### config.mk
export PLATFORM = sky130hd
export DESIGN_NAME = uart_rx_ctrl
export DESIGN_NICKNAME = d
export VERILOG_FILES = /design/src/rtl/uart_rx_pkg.sv /design/src/rtl/uart_rx_edge_bit_cnt.sv /design/src/rtl/uart_rx_ctrl.sv
export SDC_FILE = /design/constraint.sdc
export NUM_CORES = 1
export LEC_CHECK = 0
export CORE_MARGIN = 2
export CORE_UTILIZATION = 52
export DETAILED_ROUTE_END_ITERATION = 10
export PLACE_DENSITY = 0.83
export SYNTH_ARGS = -nofsm -noshare
export SYNTH_HDL_FRONTEND = slang
export SYNTH_SLANG_ARGS = --single-unit
### constraint.sdc
create_clock -name clk -period 2.4 [get_ports clk]
set_input_delay 0.48 -clock clk [delete_from_list [all_inputs] [get_ports clk]]
set_output_delay 0.48 -clock clk [all_outputs]
set_load 0.01 [all_outputs]
### src/rtl/uart_rx_pkg.sv
// uart_rx_pkg: shared states, defaults and prescale helper for the UART receive controller.
package uart_rx_pkg;
    typedef enum logic [2:0] {IDLE, START, DATA, PARITY, STOP} state_t;
    localparam int MIN_PRESCALE_DEFAULT = 8;
    localparam logic PAR_EVEN = 1'b0;
    localparam logic PAR_ODD = 1'b1;
    // Oversampling ratio is forced even and clamped to the minimum.
    function automatic logic [7:0] eff_prescale(input logic [7:0] pre, input logic [7:0] min_p);
        logic [7:0] e;
        e = pre & 8'hFE;
        return (e < min_p) ? min_p : e;
    endfunction
endpackage

### src/rtl/uart_rx_edge_bit_cnt.sv
// uart_rx_edge_bit_cnt: per-bit edge counter, data bit index and end-of-bit wrap strobe.
module uart_rx_edge_bit_cnt #(
    parameter int BW = 3
) (
    input  logic          clk,
    input  logic          rst,
    input  logic          run,
    input  logic          bit_clr,
    input  logic [7:0]    p,
    output logic [15:0]   edge_count,
    output logic [BW-1:0] bit_idx,
    output logic          wrap
);
    assign wrap = run && (edge_count == {8'd0, p} - 16'd1);
    always_ff @(posedge clk or posedge rst) begin
        if (rst) begin
            edge_count <= '0;
            bit_idx <= '0;
        end else begin
            edge_count <= (!run || wrap) ? '0 : edge_count + 16'd1;
            bit_idx <= bit_clr ? '0 : wrap ? bit_idx + BW'(1) : bit_idx;
        end
    end
endmodule

### src/rtl/uart_rx_ctrl.sv
// uart_rx_ctrl: UART receive frame sequencer driving an external majority-vote sampler.
// Define UART_RX_START_CHECK_EN to abort frames whose start-bit sample votes 1.
module uart_rx_ctrl
    import uart_rx_pkg::*;
#(
    parameter int DATA_WIDTH = 8,
    parameter int MIN_PRESCALE = MIN_PRESCALE_DEFAULT
) (
    input  logic                  clk,
    input  logic                  rst,
    input  logic                  rx_in,
    input  logic [7:0]            prescale,
    input  logic                  par_en,
    input  logic                  par_typ,
    input  logic                  sampled_data,
    input  logic                  sample_valid,
    output logic                  samp_en,
    output logic [15:0]           edge_count,
    output logic [DATA_WIDTH-1:0] data_out,
    output logic                  data_valid,
    output logic                  par_err,
    output logic                  stp_err,
    output logic                  busy
);
    localparam int BW = (DATA_WIDTH > 1) ? $clog2(DATA_WIDTH) : 1;
    localparam logic [BW-1:0] LAST = BW'(DATA_WIDTH - 1);

    state_t state, next;
    logic [7:0] p;
    logic pen, ptyp, perr, wrap, start, done, good;
    logic [BW-1:0] bit_idx;
    logic [DATA_WIDTH-1:0] shift;

    assign start = (state == IDLE) && !rx_in;
    assign done = (state == STOP) && sample_valid;
    assign good = sampled_data && !(perr && pen);
    assign samp_en = (state != IDLE);
    assign busy = (state != IDLE);

    uart_rx_edge_bit_cnt #(.BW(BW)) cnt (
        .clk(clk),
        .rst(rst),
        .run(state != IDLE),
        .bit_clr(state != DATA),
        .p(p),
        .edge_count(edge_count),
        .bit_idx(bit_idx),
        .wrap(wrap)
    );

    always_comb begin
        next = state;
        case (state)
            IDLE: if (!rx_in) next = START;
            START: begin
                if (wrap) next = DATA;
`ifdef UART_RX_START_CHECK_EN
                if (sample_valid && sampled_data) next = IDLE;
`endif
            end
            DATA: if (wrap && bit_idx == LAST) next = pen ? PARITY : STOP;
            PARITY: if (wrap) next = STOP;
            // Leave STOP right after the vote so the next start edge is not missed.
            STOP: if (sample_valid || wrap) next = IDLE;
            default: next = IDLE;
        endcase
    end

    always_ff @(posedge clk or posedge rst) begin
        if (rst) begin
            state <= IDLE;
            p <= '0;
            pen <= 1'b0;
            ptyp <= 1'b0;
            perr <= 1'b0;
            shift <= '0;
            data_out <= '0;
            data_valid <= 1'b0;
            par_err <= 1'b0;
            stp_err <= 1'b0;
        end else begin
            state <= next;
            if (start) begin
                p <= eff_prescale(prescale, 8'(MIN_PRESCALE));
                pen <= par_en;
                ptyp <= par_typ;
                perr <= 1'b0;
            end
            if (state == DATA && sample_valid) shift <= {sampled_data, shift[DATA_WIDTH-1:1]};
            if (state == PARITY && sample_valid) perr <= sampled_data ^ (^shift) ^ ptyp;
            stp_err <= done && !sampled_data;
            par_err <= done && perr && pen;
            data_valid <= done && good;
            if (done && good) data_out <= shift;
        end
    end
endmodule
==> metrics.md <==
| Metric | Value |
|---|---|
| NumNets Final | 327 |
| WHS Path Cells | 2 |
| CTS Hold Bufs | 0 |
| Fill cells | 394 |
| Clock Skew | 0.00901 ns |
| Synthesis Warnings | 0 |
| Via/cell ratio | 5.18 |
| Worst hold endpoint | data_out[2] |
| Reg clk slew, reported paths | 0.09 ns |
| Insertion delay to the later sink of the worst-skew pair | 0.30 ns |
| Clock sink total | 51 |
| Storage element area | 1280 um^2 |
| Antenna-violating nets left | 0 |
| Number of diodes | 0 |
| CP Capture Type | output port |
| CP peak stage delay | 0.51 ns |
| Fin crit share | 0.929 |
| Via count | 1947 |
| Cell accounting for the most synthesized area | dfrtp_1 |
| Run status | complete, no violations |
| Drt wl/cell | 13.2 um |
| Die Y | 73.8 um |
| Crit-path max FO | 7 |
| Slew margin rel. | 0.565 |
| Post-CTS Setup Repair Bufs | 0 |
| RR Endpoint | cnt.edge_count[15] |
| Mapped Area | 2530 um^2 |
| Synthesis-to-layout area growth | 24.6% |
| CP cell instances | or3_1 > clkdlybuf4s50_1 |
| Final setup margin | 0.171 ns |
| Vias in the first global route | 1903 |
| Reg2Reg Depth | 8 |
| Fmax | 449 MHz |
| Die W | 73.8 um |
| First-iteration detailed-routing DRC count | 98 |
| Total I/O pin count | 44 |
| Standard-cell rows | 25 |
| Initial Util | 0.537 |
| Initial antenna violation count | 0 |
| Yosys top cell area share | 0.503 |
| Core area | 4720 um^2 |
| Endpoints failing setup | 0 |
| Mapped Nets | 282 |
| Worst vdd ir | 0.000460 V |
| Hold Path Class | reg2reg |
| Netlist cell types | 37 |
| R2R Path Start | p[1] |
| Final Max Slew Viols | 0 |
| CP required | 1.92 ns |
| CTS Buffer Depth | 2 |
| PwrDens | 898 nW/um^2 |
| Syn Inst Count | 263 |
| Slowest CP cell | clkdlybuf4s50_1 |
| RSZ-0062 raised after global routing | no |
| Critical Path Source Type | flop |
| Flop-to-flop setup slack | 0.20 ns |
| Final WL | 4960 um |
| Synth Area per Inst | 9.64 um^2 |
| Initial DRT Pass Iterations | 4 |
| Max_cap viols | 0 |
| Worst Tran Pin Value | 0.651 ns |
| Htree depth | 2 |
| Post-Route Setup TNS | 0 ns |
| Top cells by area, synth | dfrtp_1 (50%), nand2_1 (7.6%), xnor2_1 (6.9%), nor2_1 (5.3%), xor2_1 (3.8%) |
| Total track usage | 0.200 |
| DR DRC count | 0 |
| Dpl hpwl | 3630 um |
| Post-CTS sizing | 0 |
| First-pass GRT wire length | 8380 um |
| Minimum clock period | 2.23 ns |
| Largest net degree at the start of global routing | 30 |
| Global route overflow | 0 |
| Root Driver | clkbuf_8 |
| Critical path arrival | 1.75 ns |
| Clock buffer count from CTS | 5 |
| Final hold violations | 0 |
| Yosys reg bits | 51 |
| Die area | 5450 um^2 |
| Multi-input gate area | 1180 um^2 |
| Crit path kind | reg2out |
| Seq/Total Area, Yosys | 0.503 |
| Hold Startpoint | data_out[2] |
| Leak Pwr | 1.45 nW |
| Post-place setup slack | 0.214 ns |
| PortBufs | 42 |
| TritonCTS clock tree | yes |
| Total power | 2.84 mW |
| Fraction of layout cells with a size suffix above 1 | 0.0906 |
| Gpl congestion | 0.811 |
-- per-stage QoR --
stage	hold WS (ns)	area, um^2	cells	util
floorplan	0.467	2530	263	-
global placement	0.463	3040	368	0.643
detailed placement	0.462	3040	368	0.643
CTS	0.493	3160	376	0.669
global route	0.515	3160	376	0.669
finish	0.486	3160	376	0.669
-- how the worst max path moves through the flow --
stage                        start                 end  cells past startpoint
after floorplan               p[1]   cnt.edge_count[0]                      9
after global placement        p[1]   cnt.edge_count[5]                      8
after detailed placement      p[1]  cnt.edge_count[15]                      8
after CTS                 state[2]                busy                      2
after global routing          p[1]   cnt.edge_count[4]                      8
final                     state[2]                busy                      2
-- layer usage --
| layer | part of all wire | track usage | up-vias |
|---|---|---|---|
| met4 | 0.0034 | 0.0747 | 0 |
| met5 | 0 | 0 | - |
| met1 | 0.44 | 0.246 | 937 |
| li1 | - | - | 963 |
| met3 | 0.037 | 0.0453 | 2 |
| met2 | 0.52 | 0.341 | 45 |
-- report_power, final --
group          internal [mW]  total, mW  switching, mW
Combinational          0.468      0.944          0.476
Clock                  0.343      0.622          0.279
Sequential              1.01       1.27          0.257
Total                   1.82       2.84           1.01
-- sequential cells by signal, indices dropped and copies added, names as in the netlist, 3 cells and up --
signal,count
cnt.bit_idx,3
shift,8
p,7
state,3
data_out,8
cnt.edge_count,16
-- layout make-up --
type                    instances  share of cell area
flip-flops and latches         51               0.404
multi-input cells             196               0.375
clock inverters                 2              0.0123
well taps                      67              0.0265
clock buffers                   6              0.0261
repair buffers                 46               0.147
inverters                       8             0.00951
-- cells in the final DEF (no fill, tap or decap), types with 5 or more instances in the layout --
cell type        Yosys  routed
dfrtp_1             51      51
mux2_2               8       8
o21ai_1              6       6
and3_1               6       6
nand3_1             14      14
nor3_1               5       5
inv_1                7       6
nor2_1              36      36
xnor2_1             20      20
xor2_1              11      11
clkbuf_8             0       6
nand2_1             51      51
clkdlybuf4s50_1      0      42
-- cells by family (layout without fill, tap and decap cells) --
logic type,count (synthesis),in the layout,synth area share
flip-flops,51,51,0.503
AND/OR/NAND/NOR,130,130,0.237
AO/OA/AOI/OAI,21,21,0.0592
XOR/XNOR,31,31,0.107
multiplexers,10,10,0.0434
adder cells (fa/ha/maj),4,4,0.0197
buffers and inverters,16,62,0.0296
-- synthesized netlist by cell type --
cell type	instances
o21a_1	1
nand2_1	51
o21ai_1	6
nor4b_1	1
or4_1	2
a211oi_2	2
nor3_2	2
or2_1	2
o2111ai_2	1
buf_4	2
nand4_1	3
xor2_1	11
nor4_4	1
nand4b_1	1
nor4_1	1
nand3_1	14
nor3_1	5
xnor2_1	20
o31ai_1	2
a31oi_1	2
mux2i_1	2
and3_1	6
nor2_1	36
inv_1	7
buf_6	1
nand2b_1	3
inv_2	1
o211a_1	1
clkbuf_1	5
dfrtp_1	51
nor2b_1	1
or3_1	1
mux2_2	8
ha_1	4
a21o_1	1
a21oi_1	4
o21bai_1	1
-- critical path: cells and delay by family, from the launching register on --
| family | cells | cell delay (ns) |
|---|---|---|
| buf+inv | 1 | 0.51 |
| simple gates | 1 | 0.48 |
| flops | 1 | 0.46 |
No activity file was read; power rests on OpenSTA's default activity.
